**src/rtl/axi4_stream_fifo.sv**
```systemverilog
// AXI4-Stream FIFO carrying {last, data}, with fill level and almost-full flag.
// Optional packet mode (output held until a whole packet is stored): define AXI4_STREAM_FIFO_PACKET_MODE_EN.
module axi4_stream_fifo #(
  parameter int DATA_SIZE         = 32,
  parameter int DEPTH             = 16,
  parameter int ALMOST_FULL_LEVEL = DEPTH - 2
) (
  input  logic                       clk,
  input  logic                       resetn,
  input  logic [DATA_SIZE-1:0]       read_data,
  input  logic                       read_data_last,
  input  logic                       read_data_valid,
  output logic                       read_data_ready,
  output logic [DATA_SIZE-1:0]       write_data,
  output logic                       write_data_last,
  output logic                       write_data_valid,
  input  logic                       write_data_ready,
  output logic [$clog2(DEPTH+1)-1:0] level,
  output logic                       almost_full
);
  localparam int AW = $clog2(DEPTH);
  localparam int PW = AW + 1;
  localparam int LW = $clog2(DEPTH + 1);
  localparam int EW = DATA_SIZE + 1;
  localparam logic [LW-1:0] AF_THRESH = LW'(ALMOST_FULL_LEVEL);

  logic [EW-1:0] mem [DEPTH];
  logic [EW-1:0] mem_q;
  logic [EW-1:0] bypass_data_reg;
  logic          bypass_reg;
  logic [EW-1:0] head;
  logic [PW-1:0] wr_ptr_reg, wr_ptr_next;
  logic [PW-1:0] rd_ptr_reg, rd_ptr_next;
  logic          ready_reg;
  logic          full_next;
  logic          push, pop, empty;
  logic          head_is_new;

  assign push  = read_data_valid & ready_reg;
  assign pop   = write_data_valid & write_data_ready;
  assign empty = (wr_ptr_reg == rd_ptr_reg);

  always_comb begin
    wr_ptr_next = wr_ptr_reg + {{(PW-1){1'b0}}, push};
    rd_ptr_next = rd_ptr_reg + {{(PW-1){1'b0}}, pop};
    full_next   = (wr_ptr_next[AW-1:0] == rd_ptr_next[AW-1:0]) &&
                  (wr_ptr_next[AW] != rd_ptr_next[AW]);
  end

  // The word being written becomes the head when the FIFO drains to exactly it.
  assign head_is_new = push && (wr_ptr_reg == rd_ptr_next);

  // Plain RAM with registered read; a same-cycle write to the head is forwarded separately.
  always_ff @(posedge clk) begin
    if (push) begin
      mem[wr_ptr_reg[AW-1:0]] <= {read_data_last, read_data};
    end
    mem_q <= mem[rd_ptr_next[AW-1:0]];
  end

  always_ff @(posedge clk) begin
    bypass_data_reg <= {read_data_last, read_data};
  end

  always_ff @(posedge clk) begin
    if (!resetn) begin
      wr_ptr_reg <= '0;
      rd_ptr_reg <= '0;
      ready_reg  <= 1'b0;
      bypass_reg <= 1'b0;
    end else begin
      wr_ptr_reg <= wr_ptr_next;
      rd_ptr_reg <= rd_ptr_next;
      ready_reg  <= !full_next;
      bypass_reg <= head_is_new;
    end
  end

  assign head            = bypass_reg ? bypass_data_reg : mem_q;
  assign write_data      = head[DATA_SIZE-1:0];
  assign write_data_last = head[DATA_SIZE];
  assign read_data_ready = ready_reg;
  assign level           = LW'(wr_ptr_reg - rd_ptr_reg);
  assign almost_full     = (level >= AF_THRESH);

`ifdef AXI4_STREAM_FIFO_PACKET_MODE_EN
  logic          full;
  logic [LW-1:0] pkt_count_reg, pkt_count_next;
  logic          push_last, pop_last;

  assign full      = (wr_ptr_reg[AW-1:0] == rd_ptr_reg[AW-1:0]) &&
                     (wr_ptr_reg[AW] != rd_ptr_reg[AW]);
  assign push_last = push & read_data_last;
  assign pop_last  = pop & write_data_last;

  always_comb begin
    pkt_count_next = pkt_count_reg;
    if (push_last && !pop_last) begin
      pkt_count_next = pkt_count_reg + LW'(1);
    end else if (!push_last && pop_last) begin
      pkt_count_next = pkt_count_reg - LW'(1);
    end
  end

  always_ff @(posedge clk) begin
    if (!resetn) begin
      pkt_count_reg <= '0;
    end else begin
      pkt_count_reg <= pkt_count_next;
    end
  end

  // A full FIFO releases data even without a stored last, so oversize packets cannot deadlock.
  assign write_data_valid = !empty && ((pkt_count_reg != '0) || full);
`else
  assign write_data_valid = !empty;
`endif

endmodule

```
**config.mk**
```make
export PLATFORM = sky130hd
export DESIGN_NAME = axi4_stream_fifo
export DESIGN_NICKNAME = d
export VERILOG_FILES = /design/src/rtl/axi4_stream_fifo.sv
export SDC_FILE = /design/constraint.sdc
export NUM_CORES = 1
export LEC_CHECK = 0
export BUFFER_PORTS_ARGS = -buffer_cell sky130_fd_sc_hd__buf_4
export CAP_MARGIN = 20
export CORE_UTILIZATION = 55
export DETAILED_ROUTE_END_ITERATION = 12
export GPL_TIMING_DRIVEN = 0
export PLACE_DENSITY = 0.79
export SYNTH_ARGS = -nofsm -noshare
export SYNTH_HDL_FRONTEND = slang
export SYNTH_SLANG_ARGS = --single-unit
```
**constraint.sdc**
```tcl
create_clock -name clk -period 4.6 [get_ports clk]
set_input_delay 0.92 -clock clk [delete_from_list [all_inputs] [get_ports clk]]
set_output_delay 0.92 -clock clk [all_outputs]
set_load 0.1 [all_outputs]
```
### Word level (Yosys, flattened, before mapping)

Memory sizes are Yosys's and may differ from the RTL's. A register that Yosys moved wholly into a read port is not among the register bits.
Index checks and enable logic that the tools add are counted.

* register bits after elaboration: 45
* memory bits (writable): 528
* input bits: 37
* output and inout port bits: 41
* memories kept: 1

Memory list
* mem: words 16, bits a word 33, rd ports 1, clocked after Yosys merged registers in 1, wr ports 1, line 27 `logic [EW-1:0] mem [DEPTH];`

* $add $sub $neg: 3
* magnitude comparators: 1
* equality and inequality tests: 4
* multiplexer cells: 3
* bitwise logic cells: 2
* reduce and logical (&&, ||, !) cells: 4

Operator list (count)
* 2-to-1 mux 33 bit: 1
* adder 5 x 1 -> 5 bit: 2
* equality test 5 bit: 2
* greater-or-equal comparator 5 x 4 -> 1 bit, second input constant: 1
* subtractor 5 bit: 1
* equality test 4 bit: 1
* bitwise AND 1 bit: 2
* logical AND 1 bit: 2
* logical NOT 1 bit: 2
* 2-to-1 mux 1 bit: 2
* inequality test 1 bit: 1

### Depth between registers and ports, before layout

Gate-level depths: netlist (run 1).

* depth in word-level cells: 7
* depth in mapped cells: 14
* mapped depth without buffers: 12

### Worst setup path before layout (run 1)

No wires, ideal clock.

* kind: register to output
* start point: register wr_ptr_reg[0]
* end point: output port almost_full
* arrival time: 5.044 ns
* required time: 3.680 ns
* slack: -1.364 ns
* stages on the path, launching flop included: 9
* path through: dfxtp_1 -> clkbuf_1 -> inv_1 -> ha_1 -> inv_1 -> fa_1 -> xor2_1 -> nand2_1 -> o31ai_1

* word-level cells in the longest chain between the ends: 2

Ends and longest elaborated chain
* start, declared: line 32 `logic [PW-1:0] wr_ptr_reg, wr_ptr_next;`
* start signal, assigned: line 72 `wr_ptr_reg <= wr_ptr_next;`
* subtractor 5 bit: line 83 `assign level = LW'(wr_ptr_reg - rd_ptr_reg);`
* net level[2]: line 18 `output logic [$clog2(DEPTH+1)-1:0] level,`
* greater-or-equal comparator 5 x 4 -> 1 bit: line 84 `assign almost_full = (level >= AF_THRESH);`
* end, declared: line 19 `output logic almost_full`

The timed path passes the listed nets, and every way through them passes these cells.

### Worst setup path in the final report (run 1)

* start point: register wr_ptr_reg[0]
* end point: register mem_q[20], read port of mem

* word-level cells in the longest chain between the ends: 4

Ends and longest elaborated chain
* equality test 5 bit: line 41 `assign empty = (wr_ptr_reg == rd_ptr_reg);`
* logical NOT 1 bit: line 116 `assign write_data_valid = !empty;`
* bitwise AND 1 bit: line 40 `assign pop = write_data_valid & write_data_ready;`
* adder 5 x 1 -> 5 bit: line 45 `rd_ptr_next = rd_ptr_reg + {{(PW-1){1'b0}}, pop};`
* net rd_ptr_next[1]: line 33 `logic [PW-1:0] rd_ptr_reg, rd_ptr_next;`
* end, declared: line 28 `logic [EW-1:0] mem_q;`

The timed path passes the listed nets, and every way through them passes these cells.
A chain may end at the register's enable or synchronous reset.

==> results of run 1 <==
==> layout make-up <==
class,count,area share
Timing Repair Buffer,103,0.0391
Clock buffer,86,0.0636
Inverter,8,0.00114
Sequential cell,606,0.660
Buffer,58,0.0131
Tap cell,532,0.0252
Multi-Input combinational cell,380,0.190
Clock inverter,20,0.00773
==> metal layers <==
layer / up-vias / share of wire / GRT usage
met2: 527 / 0.51 / 0.389
met3: 86 / 0.077 / 0.0453
met1: 5762 / 0.39 / 0.312
met5: - / 0.00027 / 0
li1: 4619 / - / -
met4: 2 / 0.024 / 0.0728
==> worst paths after layout <==
check	from	slack [ps]	end
worst min register to register	rd_ptr_reg[4]	600	rd_ptr_reg[4]
worst min-delay path	read_data[29]	540	bypass_data_reg[29]
worst max-delay path	wr_ptr_reg[0]	530	mem_q[20]
worst max register to register	wr_ptr_reg[0]	530	mem_q[20]
==> per-stage QoR <==
step	utilization	hold slack, ps	setup TNS, ps	std cells
floorplan	-	551	0	1052
global placement	0.587	568	-369400	1661
detailed placement	0.601	589	0	1687
CTS	0.647	514	0	1793
global route	0.647	528	0	1793
finish	0.647	536	0	1793
==> worst max-delay path: stages (launching register included) <==
cell and delay [ps]:
dfxtp_1 330, clkbuf_1 380, inv_1 160, ha_1 350, nand3_1 90, and2_1 180, ha_1 200, ha_1 270
buf_2 250, clkbuf_1 660, mux4_2 410, a211oi_1 450, a21oi_1 150
==> cell usage in the layout (no fill, tap or decap), types with 3 or more instances in the layout <==
cell,instances
mux2_2,33
a211oi_1,33
buf_4,84
and2_1,8
ha_1,8
xor2_1,9
buf_2,21
a21oi_1,34
clkinv_1,7
clkinv_2,5
mux2i_1,33
dfxtp_1,78
mux4_2,132
clkbuf_1,36
nor3_2,4
nand3_1,6
nor2b_1,38
clkbuf_8,12
buf_16,6
edfxtp_1,528
nor2_4,12
buf_12,6
xnor2_1,8
nand2_1,5
inv_1,8
buf_8,3
buf_6,21
bufinv_16,4
clkbuf_16,58
==> cell families after synthesis <==
kind of cell               synth area share
DFF                                   0.768
adders and majority gates           0.00530
xor gates and xnor gates            0.00767
AOI/OAI and AO/OA                    0.0201
and+or+nand+nor                      0.0203
buffers and inverters                0.0166
muxes                                 0.162
==> report_power, final <==
part | internal [mW] | total, mW | switching [mW]
Sequential | 6.10 | 6.13 | 0.0333
Combinational | 0.981 | 2.57 | 1.59
Clock | 2.73 | 4.68 | 1.95
Total | 9.81 | 13.4 | 3.57
==> results.yml, run 1 <==
synth:
  syn-cell-area_sq_mm: 0.0227
  ys.warnings.count: 0
  synth_top_area_share: 0.699
  synth-seq-cells: 606
  syn_nets: 1098
  synth.most_common_cell: "edfxtp_1"
  synth_largest_area_cell: "edfxtp_1"
  synthTopCellsByCount: "edfxtp_1, mux4_2, dfxtp_1, nor2b_1, a21oi_1"
  synth_cell_types: 34
  yosys-top-cells-area: "edfxtp_1, mux4_2, dfxtp_1"
  async_flop_share: 0
  synthFlopType: "edfxtp_1"
  netlist_instances: 1052
  syn_avg_cell_area_sq_um: 21.6
  synth_edf_count: 528
  ys_seq_area_frac: 0.768
cts:
  clkLatencyLatePin_ps: 610
  cts_setup_buffers: 0
  cts_tree: "yes"
  clk_path_buf_depth: 3
  cts_hold_buffers: 0
  clock_sinks: 606
  htree_levels: 2
  cts_resized: 0
  clock-root-buffer: "clkbuf_16"
  cts_buffers: 56
  clk_pin_slew_ps: 60
global_routing:
  antenna_found_initial: 1
  grt_pass1_wl_microns: 70500
  grt_usage: 0.233
  grt_max_degree: 25
  grt.overflow.total: 0
  grt_pass1_vias: 11500
layout:
  antenna_cells: 0
  fin_area_sq_mm: 0.0264
  fillers: 2591
  multi_input_area_sq_mm: 0.00501
  layout.nets: 1259
  seq_area_sq_mm: 0.0174
  largest_reg_flops: 528
  area_growth_pct: 16.3
  drive_above_1_share: 0.324
floorplan:
  start_util: 0.557
  die_h_microns: 205
  die_area_sq_mm: 0.0420
  design.core.area_sq_mm: 0.0407
  ios: 78
  num_rows: 74
  die_width_microns: 205
timing:
  relSlewSlack: 0.292
  slew_viol_final: 0
  rsz0062_at_grt: "false"
  period_minus_slack_ps: 4070
  hold_violations: 0
  skew_ps: 25.4
  finalCritPeriodShare: 0.886
  finalSetupViolCount: 0
  postLayoutSetupSlackWorst_ps: 526
  fmax_mhz: 245
  tightestPinTransition_ps: 1060
setup_path:
  cp.required_ps: 5010
  critPathCaptureType: "flop"
  cp_max_fo: 10
  setup.worst_path.class: "reg -> reg"
  critPathArrivalTime_ps: 4480
  worstRegToRegCells: 12
  cp-start-kind: "flop"
placed_design:
  port_buffers: 77
  pre_cts_slack_ps: 695
  postPlaceCellArea_sq_mm: 0.0245
  gp_congestion: 0.745
  dp_hpwl_microns: 29500
drt:
  vias_per_cell: 6.13
  vias: 11000
  wirelength_microns: 47400
  ant_nets: 0
  dr.pass1.iters: 7
  routedWlPerCell_microns: 26.5
  first_iter_violations: 966
  drc: 0
min_path:
  hold_depth: 1
  hp-class: "in -> reg"
power_and_ir_drop:
  p_leak_nw: 8.51
  finalPower_mw: 13.4
  vdd_ir_drop_max_mv: 0.391
  power_density_mw_per_mm2: 507
job:
  maxCapViolCount: 0
outcome:
  outcome: "finished, final reports clean"
Power figures use the tool's default switching activity.
==> run 2, diff against run 1 <==
--- a/config.mk
+++ b/config.mk
@@ -5,10 +5,11 @@
 export SDC_FILE = /design/constraint.sdc
 export NUM_CORES = 1
 export LEC_CHECK = 0
-export BUFFER_PORTS_ARGS = -buffer_cell sky130_fd_sc_hd__buf_4
 export CAP_MARGIN = 20
-export CORE_UTILIZATION = 55
+export CORE_UTILIZATION = 57
+export CTS_CLUSTER_DIAMETER = 100
 export DETAILED_ROUTE_END_ITERATION = 12
+export DONT_BUFFER_PORTS = 1
 export GPL_TIMING_DRIVEN = 0
 export PLACE_DENSITY = 0.79
 export SYNTH_ARGS = -nofsm -noshare
==> run 2 against run 1 <==
Cell count is 5.3% lower. Utilization is 1.3 points higher. Critical path type is now reg -> out. Largest cell class unchanged. First-iteration DRC count is 4.8% lower.
==> results.yml, run 2 (same netlist as run 1, synthesis figures left out) <==
setup_path:
  path_cells: "inv_1 -> ha_1 -> inv_1 -> fa_2 -> nand2_1 -> o31ai_4"
  path_buf_inv: 2
  setup.worst_path.class: "reg -> out"
  worstRegToRegCells: 12
  cpMaxStageDelayCell: "fa_2"
  cp-start-kind: "flop"
  cp_max_fo: 9
  r2r_end: "mem_q[24]"
  critPathCaptureType: "output port"
  crit_start: "wr_ptr_reg[0]"
  cp_top_family: "adder cells"
  worst_path_largest_cell_delay_ps: 900
  reg2reg_from: "wr_ptr_reg[0]"
  cp_common_cell: "inv_1"
  cp.required_ps: 3680
  path_depth: 6
  crit_end: "almost_full"
  critPathArrivalTime_ps: 3470
  ff2ff_setup_slack_ps: 420
global_routing:
  grt_pass1_vias: 11100
  grt.overflow.total: 0
  grt_max_degree: 24
  antenna_found_initial: 0
  grt_pass1_wl_microns: 69800
  grt_usage: 0.237
timing:
  skew_ps: 26.8
  tightestPinTransition_ps: 1100
  hold_violations: 0
  slew_viol_final: 0
  setup-tns-final_ps: 0
  relSlewSlack: 0.266
  finalCritPeriodShare: 0.955
  rsz0062_at_grt: "false"
  finalSetupViolCount: 0
  fmax_mhz: 228
  period_minus_slack_ps: 4390
  timing.hold.ws_ps: 342
cts:
  htree_levels: 2
  clk_pin_slew_ps: 70
  clock_sinks: 606
  cts_hold_buffers: 0
  cts_buffers: 56
  cts_setup_buffers: 0
  clock-root-buffer: "clkbuf_16"
  clkLatencyLatePin_ps: 600
  cts_tree: "yes"
  clk_path_buf_depth: 3
drt:
  drc: 0
  vias_per_cell: 6.17
  wirelength_microns: 46500
  first_iter_violations: 920
  dr.pass1.iters: 6
  routedWlPerCell_microns: 27.4
  vias: 10500
  ant_nets: 0
layout:
  layout.nets: 1181
  antenna_cells: 0
  fillers: 2456
  largest_reg_flops: 528
  drive_above_1_share: 0.283
  multi_input_area_sq_mm: 0.00503
  area_growth_pct: 13.3
  seq_area_sq_mm: 0.0174
  final_common_cell: "edfxtp_1"
  layout_common_cells: "edfxtp_1, mux4_2, dfxtp_1"
floorplan:
  die_area_sq_mm: 0.0406
  start_util: 0.583
  die_width_microns: 201
  die_h_microns: 201
  design.core.area_sq_mm: 0.0389
  num_rows: 72
  ios: 78
power_and_ir_drop:
  p_leak_nw: 8.09
  power_density_mw_per_mm2: 504
  vdd_ir_drop_max_mv: 0.353
outcome:
  outcome: "finished, final reports clean"
placed_design:
  gp_congestion: 0.753
  dp_hpwl_microns: 29000
  port_buffers: 0
job:
  maxCapViolCount: 0
min_path:
  hold_depth: 0
  hp-class: "in -> reg"
[run 2: changes by cell type in the layout (fill, tap and decap cells not counted), moves of 2 or more]
cell / change
buf_4: -75
buf_6: -2
buf_8: -2
bufinv_16: -2
clkbuf_1: -2
clkbuf_2: +2
clkbuf_4: +4
clkbuf_8: -3
clkinv_1: -2
clkinv_2: +2
clkinvlp_4: +2
inv_6: -2
[run 2: per-stage QoR]
| stage | total power [mW] | utilization | setup WS, ps | instance area [sq um] | instances |
|---|---|---|---|---|---|
| 5_1_grt | 13.3 | 0.660 | 108 | 25700 | 1698 |
| 6_report | 13.0 | 0.660 | 208 | 25700 | 1698 |
| 3_3_place_gp | 8.55 | 0.600 | -2290 | 23300 | 1570 |
| 2_1_floorplan | 8.26 | - | 12.9 | 22700 | 1052 |
| 3_5_place_dp | 8.61 | 0.614 | -457 | 23900 | 1596 |
| 4_1_cts | 13.0 | 0.660 | 5.50 | 25700 | 1699 |
[run 2: worst register-to-register path, delay by kind of cell, from the launching register on]
| kind | cells | cell delay [ps] |
|---|---|---|
| adder cells (fa/ha/maj) | 3 | 860 |
| AO/OA/AOI/OAI | 1 | 150 |
| flip-flops | 1 | 620 |
| AND/OR/NAND/NOR | 2 | 590 |
| buffers and inverters | 4 | 1150 |
| multiplexers | 2 | 620 |
[run 2: final cells by class]
cell class	count	share of cell area
tap	518	0.0252
multi-input combinational	380	0.196
inverter	8	0.00117
sequential	606	0.678
clock inverter	16	0.00502
clock buffer	87	0.0640
buffer	57	0.0134
timing repair buffer	26	0.0174
[run 2: how the worst min path moves through the flow]
stage / start / endpoint / slack, ps
final: read_data[29] / bypass_data_reg[29] / 340
after global routing: read_data[14] / bypass_data_reg[14] / 330
after CTS: read_data[13] / bypass_data_reg[13] / 320
after detailed placement: rd_ptr_reg[4] / rd_ptr_reg[4] / 580
after global placement: wr_ptr_reg[4] / wr_ptr_reg[4] / 570
after floorplan: wr_ptr_reg[4] / wr_ptr_reg[4] / 550
[run 2: per-layer routing]
metal,GRT usage,routed length (microns),vias up
met5,0,0,-
met4,0.0839,1300,0
met3,0.0368,2940,92
met2,0.395,23400,460
met1,0.320,18800,5473
li1,-,-,4452
[run 2: report_power, final]
part	total [mW]	leakage [nW]	switching, mW	internal, mW
sequential	6.14	5.41	0.0355	6.10
clock	4.46	0.869	1.90	2.56
combinational	2.35	1.81	1.50	0.852
[run 2: repair_timing]
action | CTS | global route
pin swaps | 1 | 2
hold endpoints to repair | 0 | 0
resized for setup | 4 | 1
setup endpoints to repair | 35 | 33
